### src/rtl/fifo_uart_tx.sv
// fifo_uart_tx: pops bytes from a synchronous FIFO and sends each one as an
// asynchronous UART frame (start, 8 data bits LSB first, optional parity, stop).
// Every output comes straight from a flop, and tx idles high.
module fifo_uart_tx #(
  parameter int unsigned CLKS_PER_BIT = 16,
  parameter bit          PARITY_EN    = 1'b0,
  parameter bit          PARITY_ODD   = 1'b0
) (
  input  logic       clk,
  input  logic       rst,
  input  logic       enable,
  input  logic       fifo_empty,
  input  logic [7:0] fifo_data,
  output logic       fifo_rd,
  output logic       tx,
  output logic       busy,
  output logic       tx_done
);

  localparam int unsigned      CNT_W     = (CLKS_PER_BIT > 1) ? $clog2(CLKS_PER_BIT) : 1;
  localparam logic [CNT_W-1:0] BAUD_LAST = CNT_W'(CLKS_PER_BIT - 1);
  localparam logic [CNT_W-1:0] BAUD_ONE  = CNT_W'(1);

  typedef enum logic [2:0] {
    IDLE   = 3'd0,
    RD_REQ = 3'd1,
    RD_CAP = 3'd2,
    START  = 3'd3,
    DATA   = 3'd4,
    PARITY = 3'd5,
    STOP   = 3'd6
  } state_e;

  state_e           state_q;
  logic [7:0]       shift_q;
  logic [2:0]       bit_q;
  logic [CNT_W-1:0] baud_q;
  logic             parity_q;
  logic             fifo_rd_q;
  logic             tx_q;
  logic             busy_q;
  logic             tx_done_q;

  logic             baud_last_d;
  logic             parity_d;

  // Parity of one data byte; odd parity is the inverse of the plain XOR.
  function automatic logic frame_parity(input logic [7:0] data, input logic odd);
    return (^data) ^ odd;
  endfunction

  assign baud_last_d = (baud_q == BAUD_LAST);
  assign parity_d    = frame_parity(fifo_data, PARITY_ODD);

  // Frame sequencer: FIFO handshake, bit timing and all registered outputs.
  always_ff @(posedge clk or negedge rst) begin
    if (!rst) begin
      state_q   <= IDLE;
      shift_q   <= 8'h00;
      bit_q     <= 3'd0;
      baud_q    <= '0;
      parity_q  <= 1'b0;
      fifo_rd_q <= 1'b0;
      tx_q      <= 1'b1;
      busy_q    <= 1'b0;
      tx_done_q <= 1'b0;
    end else begin
      // Both strobes are single-cycle pulses unless a branch re-asserts them.
      fifo_rd_q <= 1'b0;
      tx_done_q <= 1'b0;
      case (state_q)
        IDLE: begin
          tx_q <= 1'b1;
          if (enable && !fifo_empty) begin
            state_q   <= RD_REQ;
            fifo_rd_q <= 1'b1;
            busy_q    <= 1'b1;
          end else begin
            state_q <= IDLE;
            busy_q  <= 1'b0;
          end
        end
        RD_REQ: begin
          // The FIFO pops at the edge closing this cycle; its data is valid next cycle.
          state_q <= RD_CAP;
        end
        RD_CAP: begin
          shift_q  <= fifo_data;
          parity_q <= parity_d;
          bit_q    <= 3'd0;
          baud_q   <= '0;
          tx_q     <= 1'b0;
          state_q  <= START;
        end
        START: begin
          if (baud_last_d) begin
            baud_q  <= '0;
            tx_q    <= shift_q[0];
            state_q <= DATA;
          end else begin
            baud_q <= baud_q + BAUD_ONE;
          end
        end
        DATA: begin
          if (baud_last_d) begin
            baud_q <= '0;
            if (bit_q == 3'd7) begin
              if (PARITY_EN) begin
                tx_q    <= parity_q;
                state_q <= PARITY;
              end else begin
                tx_q    <= 1'b1;
                state_q <= STOP;
              end
            end else begin
              // Next bit is shift_q[1]; drive it now so tx stays registered.
              bit_q   <= bit_q + 3'd1;
              shift_q <= {1'b0, shift_q[7:1]};
              tx_q    <= shift_q[1];
            end
          end else begin
            baud_q <= baud_q + BAUD_ONE;
          end
        end
        PARITY: begin
          if (baud_last_d) begin
            baud_q  <= '0;
            tx_q    <= 1'b1;
            state_q <= STOP;
          end else begin
            baud_q <= baud_q + BAUD_ONE;
          end
        end
        STOP: begin
          if (baud_last_d) begin
            baud_q    <= '0;
            tx_q      <= 1'b1;
            busy_q    <= 1'b0;
            tx_done_q <= 1'b1;
            state_q   <= IDLE;
          end else begin
            baud_q <= baud_q + BAUD_ONE;
          end
        end
        default: begin
          state_q <= IDLE;
          tx_q    <= 1'b1;
          busy_q  <= 1'b0;
          baud_q  <= '0;
        end
      endcase
    end
  end

  assign fifo_rd = fifo_rd_q;
  assign tx      = tx_q;
  assign busy    = busy_q;
  assign tx_done = tx_done_q;

endmodule
### config.mk
export PLATFORM = sky130hd
export DESIGN_NAME = fifo_uart_tx
export DESIGN_NICKNAME = d
export VERILOG_FILES = /design/src/rtl/fifo_uart_tx.sv
export SDC_FILE = /design/constraint.sdc
export NUM_CORES = 1
export LEC_CHECK = 0
export ABC_AREA = 1
export CORE_UTILIZATION = 57
export DETAILED_ROUTE_END_ITERATION = 10
export PLACE_DENSITY = 0.79
export SYNTH_ARGS = -nofsm -noshare
export SYNTH_HDL_FRONTEND = slang
export SYNTH_SLANG_ARGS = --single-unit
### constraint.sdc
create_clock -name clk -period 2.7 [get_ports clk]
set_input_delay 0.54 -clock clk [delete_from_list [all_inputs] [get_ports clk]]
set_output_delay 0.54 -clock clk [all_outputs]
set_load 0.05 [all_outputs]
# ---- Word-level counts from Yosys, hierarchy flattened
# Index checks and enable logic that the tools add are counted.
dict set report op_classes {
  mux 26
  n_bitwise 2
  n_addsub 2
  reduce_logical 12
  eq_ne 15
}
# op count
set op_table {}
lappend op_table {{$mux 3} 7}
lappend op_table {{$pmux 3 s7} 1}
lappend op_table {{$mux 8} 2}
lappend op_table {{$pmux 8 s2} 1}
lappend op_table {{$eq 3x3->1 const B} 4}
lappend op_table {{$ne 2x2->1 const B} 6}
lappend op_table {{$mux 1} 10}
lappend op_table {{$pmux 4 s2} 1}
lappend op_table {{$eq 3x2->1 const B} 2}
lappend op_table {{$pmux 3 s2} 1}
lappend op_table {{$pmux 1 s5} 1}
lappend op_table {{$reduce_and 5->1} 1}
lappend op_table {{$reduce_or 5->1} 1}
lappend op_table {{$add 4x1->4 const B} 1}
lappend op_table {{$eq 4x4->1 const B} 1}
lappend op_table {{$mux 4} 1}
lappend op_table {{$reduce_and 4->1} 1}
lappend op_table {{$reduce_or 2->1} 2}
lappend op_table {{$reduce_or 4->1} 1}
lappend op_table {{$add 3x1->3 const B} 1}
lappend op_table {{$eq 3x1->1 const B} 1}
lappend op_table {{$logic_not 3->1} 1}
lappend op_table {{$pmux 1 s3} 1}
lappend op_table {{$reduce_and 3->1} 1}
lappend op_table {{6 further kinds} 7}
dict set report totals {
  regBits 22
  input_bits 12
  wordCells 65
}

# ---- Longest topological paths before layout
# Gate-level depths: netlist of run 1.
dict set report depth {
  ltp_word 4
  depth_mapped 9
  ltp_nobuf 8
}

# ---- Worst setup path after synthesis of run 1
# OpenSTA, ideal clock, no wires.
dict set report synth_timing {
  kind {register -> register}
  start {register bit_q[0]}
  end {register bit_q[0]}
  t_required_ps 2584
  stages_incl_launch_ff 9
  slack_ps 1266
  setup_ps 116
  arrival_ps 1317
  cell_sequence {dfrtp_1 ha_1 ha_1 inv_1 nand3_1 nor2_2 nor2_1 nand2_1 nand2_1}
}
dict set report synth_via {
  elab_chain_len 4
  word_cells_on_any_way 7
  cone_classes {add/sub (1); eq/ne (2); mux (3); reduce/logical (1)}
}
# item line
set synth_lines {}
lappend synth_lines {{from (decl)} 36} ;# logic [2:0] bit_q;
lappend synth_lines {{from (signal assigned)} 117} ;# bit_q <= bit_q + 3'd1;
lappend synth_lines {{$add 3x1->3} 117}
lappend synth_lines {{$mux 3} 107} ;# if (bit_q == 3'd7) begin
lappend synth_lines {{$mux 3} 105} ;# if (baud_last_d) begin
lappend synth_lines {{$pmux 3 s2} 71} ;# case (state_q)
# Parallel ways exist; a longest one is shown, timed or not. The select of a mux whose other input is x is not followed.
# A chain may end at the register's enable or synchronous reset.

# ---- Worst setup path in the final report of run 1
dict set report layout_timing {
  start {register tx_q (netlist: tx)}
  end {output tx}
}
# item line
set layout_rtl {}
lappend layout_rtl {{from (decl)} 40} ;# logic tx_q;
lappend layout_rtl {{from (signal assigned)} 98} ;# tx_q <= shift_q[0];
lappend layout_rtl {{from (signal assigned)} 109} ;# tx_q <= parity_q;
lappend layout_rtl {{from (signal assigned)} 119} ;# tx_q <= shift_q[1];
lappend layout_rtl {{to (decl)} 15} ;# output logic tx,
# No word-level cell between the ends.

==> metrics.cfg, run 1 <==
[floorplan]
core-area_sq_mm = 0.001962
die_h_microns = 47.91
die-area_sq_mm = 0.002295
io_pins = 16
die_w_microns = 47.91
rows = 16
start_util = 0.6122

[grt]
grt_usage = 0.2256
antenna_found_initial = 0
overflow = 0
grt_max_degree = 23
grt_pass1_vias = 876
grt_pass1_wl_microns = 3636

[synth]
synth_seq_cells = 22
synthCells = 153
postSynthAreaPerCell_sq_um = 7.851
synth.distinct_cells = 26
yosys_warnings = 0
mappedNetlistArea_sq_mm = 0.001201
syn_nets = 168
ys_seq_area_frac = 0.4594

[worst_setup_path]
r2r_end = bit_q[2]$_DFFE_PN0P_
slowest_delay_ps = 790
r2r_cells = 8
cp.required_ps = 2160
reg2reg_slack_ps = 1100
cp_top_family = buffers and inverters
crit_type = flip-flop to output port
path_cells = clkdlybuf4s50_1
cp_slowest_cell = clkdlybuf4s50_1
rr_startpoint = bit_q[0]$_DFFE_PN0P_
crit_buf_inv = 1
critPathArrivalTime_ps = 1650
end_kind = output port
critPathLaunchType = flip-flop
crit_fanout = 2

[min_path]
holdPathStages = 2
hold_end = tx$_DFFE_PN1P_
hold_class = flip-flop to flip-flop
min-delay-start = tx$_DFFE_PN1P_

[timing]
rsz0062_at_grt = false
min_period_over_period = 0.8102
finalHoldWorstSlack_ps = 481.0
fin_skew_ps = 1.079
hold_viol_final = 0
finalSetupTns_ps = 0
tightest_slew_ps = 509.5
slew_headroom = 0.6593
maxSlewViolCount = 0
fin_crit_ps = 2188
max_freq_mhz = 457.1
setup_viol = 0

[clock_network]
clockBufferDepth = 2
cts_inserted_buffers = 3
cts-root-buf = clkbuf_4
holdBufCountCts = 0
cts_resized = 0
htree_num_levels = 1
path_clk_slew_ps = 130
insertion_delay_ps = 310
clock_sinks = 22
cts_setup_buffers = 0
tritoncts = built

[route]
vias = 1041
first_iter_violations = 55
vias_per_cell = 5.284
post_drt_wl_per_cell_microns = 11.92
post-route-drc-count = 0
drt-pass1-iter-count = 4
wirelength_microns = 2349
ant_nets = 0

[power]
swShare = 0.2207
clockPowerShare = 0.330
fin_total_pwr_mw = 0.5633
switching_power_mw = 0.1244
p_per_area_mw_per_mm2 = 400.9
power.leakage_nw = 0.7401
vdd_drop_max_v = 0.0004096
p_int_mw = 0.4390
pwr-share-comb = 0.068
seqPwrFrac = 0.603

[layout]
nNetsFinal = 186
finalNonFillerCells = 197
mostFrequentLayoutCells = 65 x nand2_1, 21 x nand3_1, 21 x dfrtp_1, 15 x clkdlybuf4s50_1, 10 x inv_1
layout_commonest_cell = nand2_1
area_growth_pct = 16.98
nFillCells = 174
drive_gt1_frac = 0.1059
num_antenna_cells = 0
postLayoutCoreUtil = 0.7162

[placed_design]
dp_hpwl_microns = 1733
dpl.cell_count = 193
port_buffers = 15
gp_congestion = 0.7490

[status]
status = finished clean

[flow_run]
max-cap-violations = 0

## worst max-delay path by stage
stage	from	endpoint	slack [ps]	depth (start not counted)
floorplan	bit_q[0]$_DFFE_PN0P_	bit_q[0]$_DFFE_PN0P_	1270	8
global placement	tx$_DFFE_PN1P_	tx	860	1
detailed placement	tx$_DFFE_PN1P_	tx	860	1
CTS	tx$_DFFE_PN1P_	tx	500	1
global route	tx$_DFFE_PN1P_	tx	460	1
finish	tx$_DFFE_PN1P_	tx	510	1
## cell usage after synthesis (all sizes together)
| master | instances | area share |
|---|---|---|
| nor3 | 1 | 0.0042 |
| clkinv | 1 | 0.0042 |
| nand3 | 24 | 0.12 |
| nand4 | 1 | 0.0052 |
| o22ai | 1 | 0.0052 |
| mux2i | 1 | 0.0083 |
| nor2 | 9 | 0.046 |
| a31oi | 1 | 0.0052 |
| inv | 12 | 0.038 |
| ha | 3 | 0.031 |
| dfrtp | 21 | 0.44 |
| xor2 | 1 | 0.0073 |
| dfstp | 1 | 0.022 |
| nand2 | 68 | 0.23 |
| o21ai | 2 | 0.0083 |
| a21oi | 3 | 0.012 |
| buf | 3 | 0.020 |
## power groups by stage
| stage | clock network (mW) | logic [mW] | registers [mW] |
|---|---|---|---|
| floorplan | 0 | 0.00919 | 0.348 |
| global placement | 0 | 0.0379 | 0.345 |
| detailed placement | 0 | 0.0386 | 0.346 |
| CTS | 0.188 | 0.0389 | 0.339 |
| global route | 0.196 | 0.0430 | 0.340 |
| finish | 0.186 | 0.0382 | 0.339 |
## final cells by class
cell class / count / area (sq um) / area share
timing repair buffer: 16 / 157.7 / 0.1122
sequential: 22 / 551.8 / 0.3927
multi-input combinational: 115 / 575.6 / 0.4096
inverter: 13 / 50.05 / 0.03562
tap: 27 / 33.78 / 0.02404
clock buffer: 4 / 36.28 / 0.02582
## flip-flops by register name (all words and copies together) (netlist names)
signal,cells
baud_q,4
bit_q,3
busy,1
fifo_rd,1
shift_q,8
state_q,3
tx,1
tx_done,1
## stage by stage
step                cell area [sq um]  setup WS, ps
finish                           1405         512.4
detailed placement               1369         862.2
CTS                              1405         502.9
global route                     1405         461.4
global placement                 1369         864.1
floorplan                        1201          1266
## routing by layer
layer / part of all wire / vias to the layer above / global-route usage
li1: - / 522 / -
met1: 0.46 / 483 / 0.3169
met2: 0.49 / 34 / 0.3595
met3: 0.042 / 2 / 0.02264
met4: 0.0060 / 0 / 0.08333
met5: 0 / - / 0
## cells by family after synthesis
| family | Yosys count | synth area share |
|---|---|---|
| compound gates | 7 | 0.03125 |
| xor+xnor | 1 | 0.007293 |
| fa+ha+maj | 3 | 0.03125 |
| buf+inv | 16 | 0.06146 |
| flops | 22 | 0.4594 |
| mux | 1 | 0.008334 |
| simple gates | 103 | 0.4010 |
Note: power is estimated with default switching activity, not from simulation.
==> run 2: changes to the inputs <==
Settings changed: CORE_UTILIZATION 57 to 53, PLACE_DENSITY 0.79 to 0.74.
Clock period 2.7 ns to 2.1 ns, I/O delays scaled along.
==> metrics.cfg, run 2 (same netlist as run 1, synthesis figures left out) <==
[clock_network]
clock_sinks = 22  ; unchanged
path_clk_slew_ps = 120  ; about the same
htree_num_levels = 1  ; unchanged
cts-root-buf = clkbuf_4
cts_setup_buffers = 0  ; unchanged
clockBufferDepth = 2  ; unchanged
insertion_delay_ps = 310  ; about the same
tritoncts = built
cts_resized = 0  ; unchanged
cts_inserted_buffers = 3  ; unchanged
holdBufCountCts = 0  ; unchanged

[timing]
fin_crit_ps = 2057
max_freq_mhz = 486.1
rsz0062_at_grt = false
min_period_over_period = 0.9796
tightest_slew_ps = 498.8  ; -10.72 ps
hold_viol_final = 0  ; unchanged
setup_viol = 0  ; unchanged
slew_headroom = 0.6664  ; +0.007168
finalSetupTns_ps = 0  ; unchanged
maxSlewViolCount = 0  ; unchanged
fin_skew_ps = 7.854  ; +6.775 ps
finalHoldWorstSlack_ps = 429.1  ; -51.89 ps
fin_ws_ps = 42.79  ; -469.6 ps

[floorplan]
core-area_sq_mm = 0.002042  ; +4.1%
io_pins = 16  ; unchanged
die_h_microns = 49.61  ; +3.5%
die_w_microns = 49.61  ; +3.5%
rows = 16  ; unchanged
start_util = 0.5882  ; -0.02401
die-area_sq_mm = 0.002461  ; +7.2%

[layout]
mostFrequentLayoutCells = 65 x nand2_1, 21 x nand3_1, 21 x dfrtp_1, 15 x clkdlybuf4s50_1, 10 x inv_1
nNetsFinal = 186  ; unchanged
largest_register_ffs = 8  ; unchanged
nFillCells = 180  ; +3.4%
drive_gt1_frac = 0.1000  ; -0.005882
postLayoutCoreUtil = 0.6832  ; -0.03299
largestRegisters = shift_q x8, baud_q x4
final_cell_area_sq_mm = 0.001395  ; -0.71%
top_register = shift_q
num_antenna_cells = 0  ; unchanged
area_growth_pct = 16.15
layout_commonest_cell = nand2_1
finalNonFillerCells = 197  ; unchanged

[grt]
antenna_found_initial = 0  ; unchanged
grt_pass1_wl_microns = 3905  ; +7.4%
grt_max_degree = 13  ; -43%
grt_usage = 0.2075  ; -0.01812
grt_pass1_vias = 945  ; +7.9%
overflow = 0  ; unchanged

[power]
swShare = 0.2211  ; +0.0003427
p_int_mw = 0.5326  ; +21%
power.leakage_nw = 0.7341  ; -0.81%
p_per_area_mw_per_mm2 = 490.1  ; +22%
pwr-share-comb = 0.071  ; +0.003
seqPwrFrac = 0.638  ; +0.035
clockPowerShare = 0.290  ; -0.040
vdd_drop_max_v = 0.0002927  ; -29%
switching_power_mw = 0.1512  ; +22%
fin_total_pwr_mw = 0.6837  ; +21%

[placed_design]
pre_cts_slack_ps = 381.4  ; -480.7 ps
dp_hpwl_microns = 1714  ; -1.1%
port_buffers = 15  ; unchanged
gp_congestion = 0.8665  ; +16%
placed_area_sq_mm = 0.001369  ; unchanged
dpl.cell_count = 193  ; unchanged

[flow_run]
max-cap-violations = 0  ; unchanged

[worst_setup_path]
cp_top_family = buffers and inverters
path_depth = 1  ; unchanged
r2r_end = bit_q[1]$_DFFE_PN0P_
reg2reg_slack_ps = 480  ; -620 ps
path_cells = clkdlybuf4s50_1
critPathArrivalTime_ps = 1640  ; about the same
startpoint = tx$_DFFE_PN1P_
end_kind = output port
r2r_cells = 8  ; unchanged
cp.required_ps = 1680  ; -480 ps
slowest_delay_ps = 790  ; about the same
rr_startpoint = bit_q[0]$_DFFE_PN0P_
cp_slowest_cell = clkdlybuf4s50_1
endpoint = tx
crit_type = flip-flop to output port
crit_buf_inv = 1  ; unchanged
critPathLaunchType = flip-flop
crit_fanout = 2  ; unchanged

[route]
ant_nets = 0  ; unchanged
drt-pass1-iter-count = 4  ; unchanged
post_drt_wl_per_cell_microns = 11.59  ; -2.8%
vias = 1007  ; -3.3%
post-route-drc-count = 0  ; unchanged
vias_per_cell = 5.112  ; -3.3%
first_iter_violations = 30  ; -45%
wirelength_microns = 2283  ; -2.8%

[status]
status = finished clean

[min_path]
hold_class = input pin to async pin

==> run 2: area by class of cell <==
| class | instances | area, sq um | area share |
|---|---|---|---|
| flip-flops and latches | 22 | 551.8 | 0.3955 |
| repair buffers | 16 | 157.7 | 0.1130 |
| multi-input cells | 115 | 575.6 | 0.4126 |
| clock buffers | 4 | 26.28 | 0.01883 |
| inverters | 13 | 50.05 | 0.03587 |
| well taps | 27 | 33.78 | 0.02422 |
==> run 2: how the worst min path moves through the flow <==
stage / from / endpoint / cells past startpoint
after global routing: rst / state_q[0]$_DFFE_PN0P_ / 1
after detailed placement: tx$_DFFE_PN1P_ / tx$_DFFE_PN1P_ / 2
after global placement: tx$_DFFE_PN1P_ / tx$_DFFE_PN1P_ / 2
after floorplan: rst / baud_q[0]$_DFFE_PN0N_ / 0
final: rst / fifo_rd$_DFF_PN0_ / 1
after CTS: rst / state_q[0]$_DFFE_PN0P_ / 1
==> run 2: metal layers <==
layer  GRT usage  wire [microns]  up-vias
met4     0.05714              13        0
met3     0.03704              90        2
met1      0.2724            1112      455
met2      0.3491            1066       24
met5           0               0        -
li1            -               -      526
==> run 2: power by group through the flow <==
stage,sequential (mW),clock (mW),combinational [mW]
global route,0.437,0.219,0.0554
detailed placement,0.445,0,0.0497
floorplan,0.447,0,0.0118
global placement,0.444,0,0.0488
finish,0.437,0.198,0.0488
CTS,0.437,0.202,0.0501
==> run 3: changes to the inputs <==
Settings changed: HOLD_SLACK_MARGIN set to 0.05.
==> results of run 3 <==
Same layout as run 2: the final DEF is identical, and so are final timing and power.
